===== src/rtl/sys_bus_arb_pkg.sv =====
// Shared types and constants for the system bus arbiter.
// Holds the bus owner encoding, bus widths and fairness defaults.
package sys_bus_arb_pkg;

  localparam int ADDR_W = 32;
  localparam int DATA_W = 32;
  localparam int MASK_W = 4;

  localparam int BURST_MAX_DEF  = 8;
  localparam int STARVE_MAX_DEF = 4;

  typedef enum logic [1:0] {
    IDLE = 2'd0,
    CORE = 2'd1,
    ACC  = 2'd2
  } owner_t;

endpackage


===== src/rtl/arb_sat_counter.sv =====
// Saturating up-counter with synchronous clear.
// Ports: clk, rst (async high), inc, clr, cnt (holds at MAX).
module arb_sat_counter #(
  parameter int MAX = 7,
  parameter int W   = $clog2(MAX + 1)
) (
  input  logic         clk,
  input  logic         rst,
  input  logic         inc,
  input  logic         clr,
  output logic [W-1:0] cnt
);

  always_ff @(posedge clk or posedge rst) begin
    if (rst) begin
      cnt <= '0;
    end else if (clr) begin
      cnt <= '0;
    end else if (inc && cnt != W'(MAX)) begin
      cnt <= cnt + 1'b1;
    end
  end

endmodule


===== src/rtl/sys_bus_arbiter.sv =====
// Two-master arbiter (core, GEMM) for a single system bus.
// Ports: core_* and acc_* requesters, bus_* slave side, clk/rst.
module sys_bus_arbiter
  import sys_bus_arb_pkg::*;
#(
  parameter int BURST_MAX  = BURST_MAX_DEF,
  parameter int STARVE_MAX = STARVE_MAX_DEF
) (
  input  logic              clk,
  input  logic              rst,
  input  logic              core_en,
  input  logic              core_rdwr,
  input  logic [ADDR_W-1:0] core_addr,
  input  logic [DATA_W-1:0] core_wr_data,
  input  logic [MASK_W-1:0] core_mask,
  output logic [DATA_W-1:0] core_rd_data,
  output logic              core_stall,
  input  logic              acc_req,
  input  logic              acc_rdwr,
  input  logic [ADDR_W-1:0] acc_addr,
  input  logic [DATA_W-1:0] acc_wr_data,
  input  logic [MASK_W-1:0] acc_mask,
  output logic              acc_gnt,
  output logic [DATA_W-1:0] acc_rd_data,
  output logic              acc_rvalid,
  output logic              bus_en,
  output logic              bus_rdwr,
  output logic [ADDR_W-1:0] bus_addr,
  output logic [DATA_W-1:0] bus_wr_data,
  output logic [MASK_W-1:0] bus_mask,
  input  logic [DATA_W-1:0] bus_rd_data,
  input  logic              bus_ready
);

  localparam int BW = $clog2(BURST_MAX);
  localparam int SW = $clog2(STARVE_MAX + 1);

  owner_t         owner;
  owner_t         nxt;
  logic [BW-1:0]  burst_cnt;
  logic [SW-1:0]  starve_cnt;
  logic           core_win;
  logic           burst_full;
  logic           new_grant;
  logic           core_grant;
  logic           acc_grant;

  // A starved GEMM pre-empts the core only from IDLE.
  assign core_win   = core_en &&
                      !(acc_req && starve_cnt == SW'(STARVE_MAX));
  assign burst_full = burst_cnt == BW'(BURST_MAX - 1);

  always_comb begin
    nxt = owner;
    unique case (owner)
      IDLE: begin
        if (core_win)     nxt = CORE;
        else if (acc_req) nxt = ACC;
      end
      CORE: begin
        if (bus_ready) begin
          if (acc_req)      nxt = ACC;
          else if (core_en) nxt = CORE;
          else              nxt = IDLE;
        end
      end
      ACC: begin
        if (bus_ready) begin
          if (core_en && burst_full) nxt = CORE;
          else if (acc_req)          nxt = ACC;
          else if (core_en)          nxt = CORE;
          else                       nxt = IDLE;
        end
      end
      default: nxt = IDLE;
    endcase
  end

  always_ff @(posedge clk or posedge rst) begin
    if (rst) owner <= IDLE;
    else     owner <= nxt;
  end

  // A grant is a fresh beat starting: from IDLE or after completion.
  assign new_grant  = (owner == IDLE) || bus_ready;
  assign core_grant = new_grant && nxt == CORE;
  assign acc_grant  = new_grant && nxt == ACC;

  arb_sat_counter #(
    .MAX (BURST_MAX - 1),
    .W   (BW)
  ) u_burst (
    .clk (clk),
    .rst (rst),
    .inc (owner == ACC && bus_ready),
    .clr (owner != ACC),
    .cnt (burst_cnt)
  );

  arb_sat_counter #(
    .MAX (STARVE_MAX),
    .W   (SW)
  ) u_starve (
    .clk (clk),
    .rst (rst),
    .inc (core_grant && acc_req),
    .clr (acc_grant),
    .cnt (starve_cnt)
  );

  always_comb begin
    bus_en       = 1'b0;
    bus_rdwr     = 1'b0;
    bus_addr     = '0;
    bus_wr_data  = '0;
    bus_mask     = '0;
    core_rd_data = '0;
    core_stall   = 1'b0;
    acc_gnt      = 1'b0;
    acc_rd_data  = '0;
    acc_rvalid   = 1'b0;
    unique case (owner)
      IDLE: begin
        core_stall = core_en;
      end
      CORE: begin
        bus_en       = 1'b1;
        bus_rdwr     = core_rdwr;
        bus_addr     = core_addr;
        bus_wr_data  = core_wr_data;
        bus_mask     = core_mask;
        core_stall   = !bus_ready;
        core_rd_data = bus_rd_data;
      end
      ACC: begin
        bus_en      = 1'b1;
        bus_rdwr    = acc_rdwr;
        bus_addr    = acc_addr;
        bus_wr_data = acc_wr_data;
        bus_mask    = acc_mask;
        acc_gnt     = 1'b1;
        acc_rvalid  = bus_ready && !acc_rdwr;
        acc_rd_data = bus_rd_data;
        core_stall  = core_en;
      end
      default: ;
    endcase
  end

endmodule

===== config.mk =====
export PLATFORM = sky130hd
export DESIGN_NAME = sys_bus_arbiter
export DESIGN_NICKNAME = d
export VERILOG_FILES = /design/src/rtl/sys_bus_arb_pkg.sv /design/src/rtl/arb_sat_counter.sv /design/src/rtl/sys_bus_arbiter.sv
export SDC_FILE = /design/constraint.sdc
export NUM_CORES = 1
export LEC_CHECK = 0
export BUFFER_PORTS_ARGS = -buffer_cell sky130_fd_sc_hd__buf_2
export CORE_AREA = 2 2 122 124
export DETAILED_ROUTE_END_ITERATION = 12
export DIE_AREA = 0 0 124 126
export PLACE_DENSITY_LB_ADDON = 0.05
export SLEW_MARGIN = 20
export SYNTH_ARGS = -nofsm -noshare
export SYNTH_HDL_FRONTEND = slang
export SYNTH_SLANG_ARGS = --single-unit

===== constraint.sdc =====
create_clock -name clk -period 2.5 [get_ports clk]
set_input_delay 0.75 -clock clk [delete_from_list [all_inputs] [get_ports clk]]
set_output_delay 0.75 -clock clk [all_outputs]
set_load 0.01 [all_outputs]

**Yosys cells after proc, flatten, opt, wreduce, memory -nomap -nowiden**

Index checks and enable logic that the tools add are counted.

- Latch bits: 0
- Output and inout port bits: 137
- Input port bits: 175
- Memory bits (read-only): 0
- Bits in writable memories: 0
- Flip-flop bits (word level): 8
- Memories kept: 0

- Shift operators: 0
- $add $sub $neg: 2
- Equal/unequal tests: 9
- Bitwise logic cells: 0
- Multiplexer cells: 22
- Magnitude comparators: 0
- Divide/modulo/power cells: 0
- Multiply operators: 0
- Reductions and logical operators: 19

Operators with widths:

| kind | count |
|---|---|
| one-hot mux 32 bit (2 select lines) | 2 |
| two-way mux 32 bit | 2 |
| two-way mux 2 bit | 6 |
| two-way mux 3 bit | 4 |
| logical AND 1 bit | 10 |
| one-hot mux 4 bit (2 select lines) | 1 |
| adder 3 x 1 -> 3 bit, second input constant | 2 |
| equality test 3 bit, second input constant | 2 |
| != test 3 bit, second input constant | 2 |
| one-hot mux 2 bit (3 select lines) | 1 |
| equality test 2 x 1 -> 1 bit, second input constant | 2 |
| equality test 2 bit, second input constant | 2 |
| two-way mux 1 bit | 4 |
| one-hot mux 1 bit (2 select lines) | 2 |
| nonzero test 2 bit | 2 |
| OR reduction 2 bit | 2 |
| logical NOT 1 bit | 3 |
| logical NOT 2 bit | 1 |
| != test 2 bit, second input constant | 1 |
| logical OR 1 bit | 1 |

**Logic depth before layout (Yosys ltp)**

- Depth in word-level cells: 12
- Gate-level depth with buffers: 8

**Hierarchy**

A second synthesis with hierarchy kept.

- Cells, all modules: 305
- Area, all modules: 2147.1 µm²

By module, submodules not included:

| module | times used | area an instance (µm²) | seq. area each (µm²) | cells an instance |
|---|---|---|---|---|
| sys_bus_arbiter | 1 | 1756.7 | 50.0 | 271 |
| arb_sat_counter at u_starve | 1 | 202.7 | 75.1 | 18 |
| arb_sat_counter at u_burst | 1 | 187.7 | 75.1 | 16 |

**Least setup slack after synthesis**

Ideal clock, no wire load.

- Kind: register to output
- Start point: register owner[0]
- End point: output bus_addr[10]
- Arrival time: 1820 ps
- Setup slack: -70 ps
- Stages on the path, launching flop included: 8
- Buffers on the path: 3
- Cells stage by stage: dfrtp_1 -> inv_1 -> ha_1 -> buf_2 -> clkbuf_1 -> buf_1 -> a22oi_1 -> nor2b_1

- Longest elaborated chain between the ends: 2
- Elaborated cells between the ends (all ways): 3
- Those cells by class: 2 x eq/ne; 1 x mux

Ends and longest elaborated chain:

| what | RTL line | text |
|---|---|---|
| from (decl) | sys_bus_arbiter.sv:38 | `owner_t owner;` |
| from (signal assigned) | sys_bus_arbiter.sv:81 | `else owner <= nxt;` |
| equality test 2 bit or equality test 2 x 1 -> 1 bit (tied branches) | sys_bus_arbiter.sv:122 | `unique case (owner)` |
| one-hot mux 32 bit (2 select lines) (*) | sys_bus_arbiter.sv:122 |  |
| to (decl) | sys_bus_arbiter.sv:28 | `output logic [ADDR_W-1:0] bus_addr,` |

Mark *: on every way between the ends. The rest lies on a longest branch, timed or not.

**Final worst setup path**

- Start point: register owner[0]
- End point: output bus_addr[31]

The elaborated chain is that of the path after synthesis.

==> impl_metrics.yaml <==
timing:
  max_slew_margin: 0.747
  tightestPinTransition_ns: 0.377
  max_freq_mhz: 416
  slew_viol_final: 0
  min_period_ns: 2.40
  setup_tns_ns: 0
  hold_viol_final: 0
  finClkSkew_ns: 0.00173
  setup-violations-final: 0
  timing.final.crit_share: 0.961
route:
  num_vias: 3388
  dr.pass1.iters: 6
  ant_nets: 0
  routed_wl_um: 13100
  drc_errors: 0
  drtIter0Drc: 122
  wl_per_cell_um: 16.6
  viasPerCell: 4.31
job:
  maxCapViolations: 0
worst_setup_path:
  critPathArrivalTime_ns: 1.65
  required_ns: 1.75
  worst_setup_path_end_kind: "primary output"
  start_kind: "flip-flop"
  path_max_fanout: 36
  critical_path_class: "flip-flop to primary output"
synthesis:
  synth_area_leaders: "a22oi_1 24%, nor2b_1 21%, and2_1 19%, dfrtp_1 9.4%, ha_1 4.7%"
  ys_seq_elements: 8
  synthesis.nets: 483
  synth_most_common_cell: "nor2b_1"
  synth.cell_area_um2: 2130
  synth_common_cells: "72 x nor2b_1, 69 x a22oi_1, 65 x and2_1"
  synth_top_area_cell: "a22oi_1"
  ys_seq_area_frac: 0.0941
  synth_warnings: 0
  syn_inst: 300
  syn_avg_cell_area_um2: 7.09
  synthDistinctLibCells: 37
  synth_edf_count: 0
  synthFlopType: "dfrtp_1"
  yosysTopAreaCellShare: 0.244
  synth-async-reset-ratio: 1.00
grt:
  antenna_found_initial: 1
  grt_max_degree: 56
  track_usage: 0.146
  grt-ovfl-total: 0
  grt_pass1_vias: 3274
  grt_pass1_wl_um: 17900
pwr:
  p_total_mw: 4.34
  ir_worst_vdd_mv: 0.304
  powerDensity_nw_per_um2: 1030
  p_leak_nw: 2.31
floorplanning:
  core_area_um2: 14300
  die_area_um2: 15600
  ios: 312
  die_h_um: 126
  rows: 44
  start_util: 0.149
  die_x_um: 124
run_status:
  status: "finished, final reports clean"
clock_network:
  cts_root_buf: "clkbuf_16"
  cts_tree: "yes"
  htree_num_levels: 1
  clk_pin_slew_ns: 0.04
  cts.sinks: 8
  clockBufferDepth: 2
  numCtsBuffers: 3
  clk-insertion-delay-late_ns: 0.23
placed_design:
  port_buffers: 311
  gp_congestion: 0.789
  placed_cell_area_um2: 3970
  hpwlAfterDp_um: 10100
finish:
  final_util: 0.294
  drive_above_1_share: 0.577
  final_area_um2: 4200
  area_growth_syn_to_layout_pct: 97.6
  final_net_count: 786
worst_hold_path:
  min_path_type: "input port to async pin"
==> path summary, 6_finish.rpt <==
path | depth (start not counted) | slack [ns] | start | to
setup / recovery | 6 | 0.1 | owner[0] | bus_addr[31]
hold / removal | 2 | 0.49 | rst | u_starve.cnt[1]
hold reg to reg | 1 | 0.55 | u_starve.cnt[2] | u_starve.cnt[2]
setup reg to reg | 8 | 0.24 | owner[1] | u_starve.cnt[0]
max in group asynchronous | 2 | 1.71 | rst | owner[1]
min in group clk | 1 | 0.55 | u_starve.cnt[2] | u_starve.cnt[2]
==> worst max-delay path, stage by stage (launching register included) <==
cell	delay [ns]
dfrtp_1	0.44
inv_2	0.14
ha_4	0.22
buf_12	0.21
a22oi_1	0.11
nor2b_1	0.13
buf_2	0.15
==> power by group <==
group	switching, mW	internal, mW	total [mW]
Clock	0.0659	0.207	0.273
Combinational	1.99	1.86	3.85
Sequential	0.0450	0.167	0.212
==> placed cells by master (no fill, tap or decap), drive strengths merged, types with 2 or more instances in the layout <==
cell and instances:
clkbuf 7, and2 65, mux2i 2, a21oi 3
buf 326, inv 6, a31oi 2, nand2 3
dfrtp 8, ha 8, o21ai 3, o21bai 2
nor2b 72, nor2 6, a22oi 69, nand3 2
==> registers in the layout, indices dropped and copies added (netlist names) <==
name / cells
u_burst.cnt: 3
u_starve.cnt: 3
owner: 2
==> final cells by class <==
| cell class | count | area [µm²] |
|---|---|---|
| Antenna cell | 1 | 2.50 |
| Timing Repair Buffer | 330 | 1850 |
| Tap cell | 184 | 230 |
| Clock buffer | 3 | 75.1 |
| Fill cell | 1610 | 10100 |
| Multi-Input combinational cell | 254 | 1820 |
| Sequential cell | 8 | 201 |
| Inverter | 6 | 22.5 |
==> cell families after synthesis <==
logic type      count (synthesis)  synth area share
simple gates                  154             0.448
flops                           8            0.0941
mux                             2           0.00941
compound gates                 89             0.327
buf+inv                        38            0.0700
fa+ha+maj                       8            0.0471
xor+xnor                        1           0.00412
==> routing by layer <==
layer / vias up / track usage / part of all wire / wire length (µm)
met4: 0 / 0.0311 / 0.016 / 206
met3: 14 / 0.0240 / 0.051 / 667
met1: 1593 / 0.165 / 0.39 / 5100
met5: - / 0 / 0 / 0
met2: 124 / 0.281 / 0.54 / 7110
li1: 1657 / - / - / -
==> what timing repair did <==
action	4_1_cts	5_1_grt
resized for setup	1	6
endpoints found under the setup margin	1	69
cloned	0	4
buffers inserted	0	5
hold buffers	0	0
==> stage by stage <==
stage	setup WS [ns]	cells	hold slack, ns
floorplan	0.0330	300	0.473
global placement	0.236	773	0.541
detailed placement	0.200	773	0.516
CTS	0.00326	776	0.500
global route	-0.00124	786	0.531
finish	0.0963	786	0.490
Power figures use the tool's default switching activity.
